### config.mk
export PLATFORM = sky130hd
export DESIGN_NAME = inst_prefetch_unit
export DESIGN_NICKNAME = d
export VERILOG_FILES = /design/src/rtl/inst_prefetch_unit.sv
export SDC_FILE = /design/constraint.sdc
export NUM_CORES = 1
export LEC_CHECK = 0
export CORE_UTILIZATION = 57
export CTS_CLUSTER_DIAMETER = 30
export CTS_CLUSTER_SIZE = 20
export DETAILED_ROUTE_END_ITERATION = 10
export GPL_ROUTABILITY_DRIVEN = 0
export PLACE_DENSITY = 0.79
export SLEW_MARGIN = 25
export SYNTH_ARGS = -nofsm -noshare
export SYNTH_HDL_FRONTEND = slang
export SYNTH_SLANG_ARGS = --single-unit
export TNS_END_PERCENT = 100
### constraint.sdc
create_clock -name clk -period 8.5 [get_ports clk]
set_input_delay 0.85 -clock clk [delete_from_list [all_inputs] [get_ports clk]]
set_output_delay 0.85 -clock clk [all_outputs]
set_load 0.01 [all_outputs]
### src/rtl/inst_prefetch_unit.sv
// inst_prefetch_unit: keeps up to DEPTH in-order fetches in flight and buffers the returned words with their PCs.
module inst_prefetch_unit #(
  parameter int ADDR_WIDTH = 32,
  parameter int DATA_WIDTH = 32,
  parameter int DEPTH = 4,
  parameter logic [ADDR_WIDTH-1:0] RESET_PC = '0,
  parameter logic [ADDR_WIDTH-1:0] INC = ADDR_WIDTH'(4)
) (
  input  logic                  clk,
  input  logic                  rst,
  output logic [ADDR_WIDTH-1:0] mem_req_pc,
  output logic                  mem_req_valid,
  input  logic                  mem_req_ready,
  input  logic [DATA_WIDTH-1:0] mem_rsp_data,
  input  logic                  mem_rsp_valid,
  output logic                  mem_rsp_ready,
  output logic [DATA_WIDTH-1:0] core_inst,
  output logic [ADDR_WIDTH-1:0] core_pc,
  output logic                  core_inst_valid,
  input  logic                  core_inst_ready,
  input  logic                  redirect_valid,
  input  logic [ADDR_WIDTH-1:0] redirect_pc,
  output logic [31:0]           perf_drop_cnt
);
  localparam int CW = $clog2(DEPTH) + 2;
  localparam int PW = $clog2(DEPTH);

  typedef enum logic {REQ_IDLE, REQ_WAIT} req_state_t;

  req_state_t            r_state, w_state_nxt;
  logic [ADDR_WIDTH-1:0] r_req_pc, r_fetch_pc, r_rsp_pc, r_head_pc, w_fetch_nxt, w_head_pc;
  logic [DATA_WIDTH-1:0] r_head_inst, w_head_inst;
  logic [CW-1:0]         r_count, r_live, r_stale, w_count_nxt, w_live_nxt, w_stale_nxt;
  logic [PW-1:0]         r_rd_ptr, r_wr_ptr, w_rd_nxt;
  logic                  r_tag, r_rsp_ready, r_head_valid;
  logic [31:0]           r_drop_cnt;
  logic [ADDR_WIDTH-1:0] r_mem_pc [DEPTH];
  logic [DATA_WIDTH-1:0] r_mem_inst [DEPTH];
  logic                  w_acc, w_rsp, w_drop, w_push, w_pop, w_credit, w_issue, w_load;

  assign mem_req_pc      = r_req_pc;
  assign mem_req_valid   = (r_state == REQ_WAIT);
  assign mem_rsp_ready   = r_rsp_ready;
  assign core_inst       = r_head_inst;
  assign core_pc         = r_head_pc;
  assign core_inst_valid = r_head_valid;
  assign perf_drop_cnt   = r_drop_cnt;

  assign w_acc  = (r_state == REQ_WAIT) & mem_req_ready;
  assign w_rsp  = mem_rsp_valid & r_rsp_ready;
  // Responses in a redirect cycle belong to the old stream, even if nothing was stale yet.
  assign w_drop = w_rsp & (redirect_valid | (r_stale != '0));
  assign w_push = w_rsp & ~w_drop;
  assign w_pop  = r_head_valid & core_inst_ready;

  always_comb begin
    w_count_nxt = redirect_valid ? '0 : r_count + CW'(w_push) - CW'(w_pop);
    w_live_nxt  = redirect_valid ? '0 : r_live + CW'(w_acc & ~r_tag) - CW'(w_push);
    w_stale_nxt = redirect_valid ? r_stale + r_live + CW'(w_acc) - CW'(w_rsp)
                                 : r_stale + CW'(w_acc & r_tag) - CW'(w_drop);
    w_fetch_nxt = redirect_valid ? redirect_pc : (w_acc & ~r_tag) ? r_fetch_pc + INC : r_fetch_pc;
    w_rd_nxt    = redirect_valid ? '0 : r_rd_ptr + PW'(w_pop);
    w_credit    = ({1'b0, w_count_nxt} + {1'b0, w_live_nxt} < (CW+1)'(DEPTH)) &&
                  ({1'b0, w_live_nxt} + {1'b0, w_stale_nxt} < (CW+1)'(2*DEPTH-1));
    w_issue     = r_rsp_ready & ~redirect_valid & w_credit;
    w_head_inst = (w_push && w_rd_nxt == r_wr_ptr) ? mem_rsp_data : r_mem_inst[w_rd_nxt];
    w_head_pc   = (w_push && w_rd_nxt == r_wr_ptr) ? r_rsp_pc : r_mem_pc[w_rd_nxt];
  end

  always_comb begin
    w_state_nxt = r_state;
    w_load      = 1'b0;
    if (r_state == REQ_IDLE || w_acc) begin
      w_state_nxt = w_issue ? REQ_WAIT : REQ_IDLE;
      w_load      = w_issue;
    end
  end

  always_ff @(posedge clk or negedge rst) begin
    if (!rst) r_state <= REQ_IDLE;
    else r_state <= w_state_nxt;
  end

  always_ff @(posedge clk or negedge rst) begin
    if (!rst) begin
      r_req_pc     <= RESET_PC;
      r_fetch_pc   <= RESET_PC;
      r_rsp_pc     <= RESET_PC;
      r_tag        <= 1'b0;
      r_rsp_ready  <= 1'b0;
      r_count      <= '0;
      r_live       <= '0;
      r_stale      <= '0;
      r_rd_ptr     <= '0;
      r_wr_ptr     <= '0;
      r_drop_cnt   <= '0;
      r_head_valid <= 1'b0;
      r_head_inst  <= '0;
      r_head_pc    <= '0;
    end else begin
      r_rsp_ready  <= 1'b1;
      r_req_pc     <= w_load ? w_fetch_nxt : r_req_pc;
      // A pending request hit by a redirect still completes, but its response is dropped.
      r_tag        <= w_load ? 1'b0 : r_tag | (redirect_valid & (r_state == REQ_WAIT) & ~w_acc);
      r_fetch_pc   <= w_fetch_nxt;
      r_rsp_pc     <= redirect_valid ? redirect_pc : w_push ? r_rsp_pc + INC : r_rsp_pc;
      r_count      <= w_count_nxt;
      r_live       <= w_live_nxt;
      r_stale      <= w_stale_nxt;
      r_rd_ptr     <= w_rd_nxt;
      r_wr_ptr     <= redirect_valid ? '0 : r_wr_ptr + PW'(w_push);
      r_drop_cnt   <= r_drop_cnt + 32'(w_drop);
      r_head_valid <= (w_count_nxt != '0);
      r_head_inst  <= (w_count_nxt != '0) ? w_head_inst : r_head_inst;
      r_head_pc    <= (w_count_nxt != '0) ? w_head_pc : r_head_pc;
    end
  end

  always_ff @(posedge clk) begin
    if (w_push) begin
      r_mem_inst[r_wr_ptr] <= mem_rsp_data;
      r_mem_pc[r_wr_ptr]   <= r_rsp_pc;
    end
  end
endmodule

==> results.md <==
* Fin. Hold Viols at 0
* CTS tree: yes
* Worst-case clock buffer depth at 3
* Antenna-violating nets left at 0
* Pleak at between 10 and 15 nW
* Diodes inserted at 0
* Initial Util at 58.0%
* Post-synthesis compound-gate area fraction at 8.78%
* Post-CTS Setup Inserts at 0
* Share of layout cells above drive strength 1 at between 15 and 20%
* Avg Inst Size Synth at 13.4 µm²
* Synthesized area at around 0.021 mm²
* Worst Hold Slack at 266 ps
* Reg clk slew, reported paths at 50 ps
* Worst r2r src: r_stale[2]
* Buffers on Ports at 200
* DR pass1 iterations at 7
* Total CTS buffers at just over 90
* # resized after CTS at 0
* Synth cell types at 70
* Flop pwr share at between 30% and 40%
* Internal at 0.00615 W
* DR vias at roughly 14000
* Seq/Total Area, Yosys at between 60% and 70%
* WP data required at roughly 9000 ps
* Total gr overflow at 0
* Row count at 69
* Worst skew pair latency at just over 600 ps
* Die W at a little under 200 µm
* Peak VDD IR at about 0.24 mV
* Post-synthesis adder-cell area fraction at 2.46%
* Per-cell routed wire length at between 20 and 25 µm
* Fin crit period at 6000 ps
* Clock skew at around 34 ps
* Total GRT Usage at a little over a quarter
* Crit path kind: in -> reg
* Unrepaired setup endpoints after global routing: no
* Tcrit/Tclk final at roughly 71%
* Largest fanout on the critical path at 78
* Mux contribution to synthesized area at between 10% and 20%
* Relative slew margins at a little under a third
* CP startpoint kind: input pin
* Max-cap viol count at 0
* Xor/xnor cell area share of the yosys netlist at 3.44%
* Area added between synthesis and finish at 26.6%
* Final setup viols at 0
* Antenna violations before repair at 0
* Clk pwr share at 40.9%
* Post-route DRC at 0
* Largest family of logic cells by synthesized area: multiplexers
* Via-per-instance ratio at 6.05
* Fmax at about 0.17 GHz
* H-tree depth at 3
* Worst R2R Path Depth at 17
* Worst r2r dst: mem_req_pc[23]
* Final nets at between 1500 and 2000
* Status: completed
* Reg-to-reg slack, setup at 2630 ps
* Tightest Pin Transition at 1030 ps
* Die Footprint at ~0.037 mm²
* Comb power frac at about a quarter
* Power per cell area at around 330 mW/mm²
* DIE HEIGHT at 192 µm
* Detailed placer's ending HPWL at 27600 µm
* Net Sw Frac at roughly 29%
* Crit. End Element: flip-flop
* Clock Sinks at 468
* Vias in the first global route at 14336
* CP arrival at ~6500 ps
* Pins Over Slew Limit at 0
* Predominant post-synthesis flop cell: edfxtp_1
* Async SR Flop Fraction at roughly 45%
* Ports at approximately 200
* Post-Syn Nets at about 1600
* Detailed Route Iter0 Violations at ~970
* Post-Route Setup TNS at 0 ps
* Largest net degree at the start of global routing at between 100 and 150
* Cells after synthesis at 1538
* Number of synthesized register bits at ~470
* Core area at 0.0356 mm²
* P_sw at ~0.0025 W
* Wirelength, routed at a little under 50000 µm
* Post-CTS Hold Buffers at 0
* EDFF count, synth at 256
* Synth Area in Simple Gates at under 10%
* YS warnings at 0
* Global-route wire length before repair at approximately 77000 µm
* Hold Crit Class: in -> async
* CTS root buffer: clkbuf_16
[cells in the mapped netlist (5+ instances only)]
| cell | count | area, µm² |
|---|---|---|
| and4_1 | 7 | 61.3 |
| xor2_1 | 33 | 289 |
| xnor2_1 | 48 | 420 |
| a21oi_1 | 26 | 130 |
| clkbuf_1 | 46 | 173 |
| o211ai_1 | 9 | 67.6 |
| nor2b_1 | 5 | 31.3 |
| ha_1 | 31 | 388 |
| nand4_1 | 28 | 175 |
| buf_1 | 14 | 52.6 |
| o311ai_0 | 7 | 61.3 |
| nor2_1 | 53 | 199 |
| o21ai_0 | 84 | 420 |
| mux2_2 | 88 | 991 |
| mux2i_1 | 145 | 1450 |
| buf_2 | 24 | 120 |
| and2_1 | 8 | 50.1 |
| a31oi_1 | 70 | 438 |
| nor3_1 | 17 | 85.1 |
| fa_1 | 6 | 120 |
| inv_1 | 83 | 312 |
| or3_1 | 5 | 31.3 |
| edfxtp_1 | 256 | 7690 |
| dfrtp_1 | 212 | 5310 |
| nor4_1 | 9 | 56.3 |
| nand3_1 | 34 | 170 |
| nand2_1 | 50 | 188 |
| and3_1 | 9 | 56.3 |
| a22oi_1 | 60 | 450 |
[routing by layer]
layer | track usage, % | vias to the layer above | share of wire [%]
li1 | - | 6203 | -
met1 | 36.5 | 7051 | 42
met2 | 44.3 | 551 | 49
met3 | 6.15 | 89 | 7.2
met4 | 8.87 | 0 | 2.0
met5 | 0 | - | 0
[how the worst max path moves through the flow]
| stage | endpoint | from | depth (start not counted) |
|---|---|---|---|
| 2_1_floorplan | r_mem_inst[2][0] | redirect_valid | 4 |
| 3_3_place_gp | mem_req_pc[28] | redirect_valid | 16 |
| 3_5_place_dp | mem_req_pc[23] | redirect_valid | 16 |
| 4_1_cts | mem_req_pc[26] | redirect_valid | 16 |
| 5_1_grt | mem_req_pc[23] | redirect_valid | 16 |
| 6_report | mem_req_pc[23] | redirect_valid | 16 |
[kinds of logic (layout without fill, tap and decap cells)]
logic type      Yosys count  count (layout)
compound gates          284             284
xor+xnor                 81              81
fa+ha+maj                37              37
buf+inv                 176             474
flops                   468             468
mux                     237             237
other cells               1               1
simple gates            254             254
[stage by stage]
| stage | area, µm² | util (%) | total power (W) | worst slack (ps) | instances |
|---|---|---|---|---|---|
| floorplan | 20600 | - | 0.00421 | 1670 | 1538 |
| global placement | 23000 | 64.7 | 0.00504 | 2230 | 2125 |
| detailed placement | 23000 | 64.7 | 0.00511 | 1970 | 2125 |
| CTS | 26100 | 73.4 | 0.00868 | 2620 | 2296 |
| global route | 26100 | 73.5 | 0.00900 | 2200 | 2297 |
| finish | 26100 | 73.5 | 0.00863 | 2500 | 2297 |
[power groups by stage]
stage          sequential (W)  combinational (W)  clock (W)
5_1_grt               0.00300            0.00233    0.00368
4_1_cts               0.00296            0.00216    0.00357
3_5_place_dp          0.00299            0.00212          0
3_3_place_gp          0.00298            0.00206          0
2_1_floorplan         0.00305            0.00115          0
6_report              0.00296            0.00214    0.00353
[sequential cells by signal (all words and copies together) (netlist names), 32 cells and up]
| register | count |
|---|---|
| r_fetch_pc | 32 |
| perf_drop_cnt | 32 |
| core_pc | 32 |
| r_rsp_pc | 32 |
| core_inst | 32 |
| r_mem_pc | 128 |
| mem_req_pc | 32 |
| r_mem_inst | 128 |
[worst max-delay path: stages]
cell and delay, ps:
buf_4 340, nor4b_4 380, nand2_1 430, inv_1 720, ha_1 360, inv_1 60, ha_1 160, inv_1 60
fa_1 430, nor2_1 380, ha_1 330, a211o_1 270, o211ai_1 110, and4b_1 860, buf_4 360, mux2_2 360
[layout make-up]
type,count,area (µm²)
clock buffer,114,2530
clock inverter,57,569
fill,2265,9440
inverter,84,318
multi-input combinational,894,6990
sequential,468,13000
tap,461,577
timing repair buffer,219,2150
[layout by cell type, fill, tap and decap left out, types with 50 or more instances in the layout]
master,instances
clkdlybuf4s50_1,198
nor2_1,52
edfxtp_1,256
o21ai_0,84
a22oi_1,60
mux2i_1,145
nand2_1,50
dfrtp_1,212
mux2_2,88
a31oi_1,70
clkbuf_16,97
inv_1,83
(Power assumes the default switching activity.)
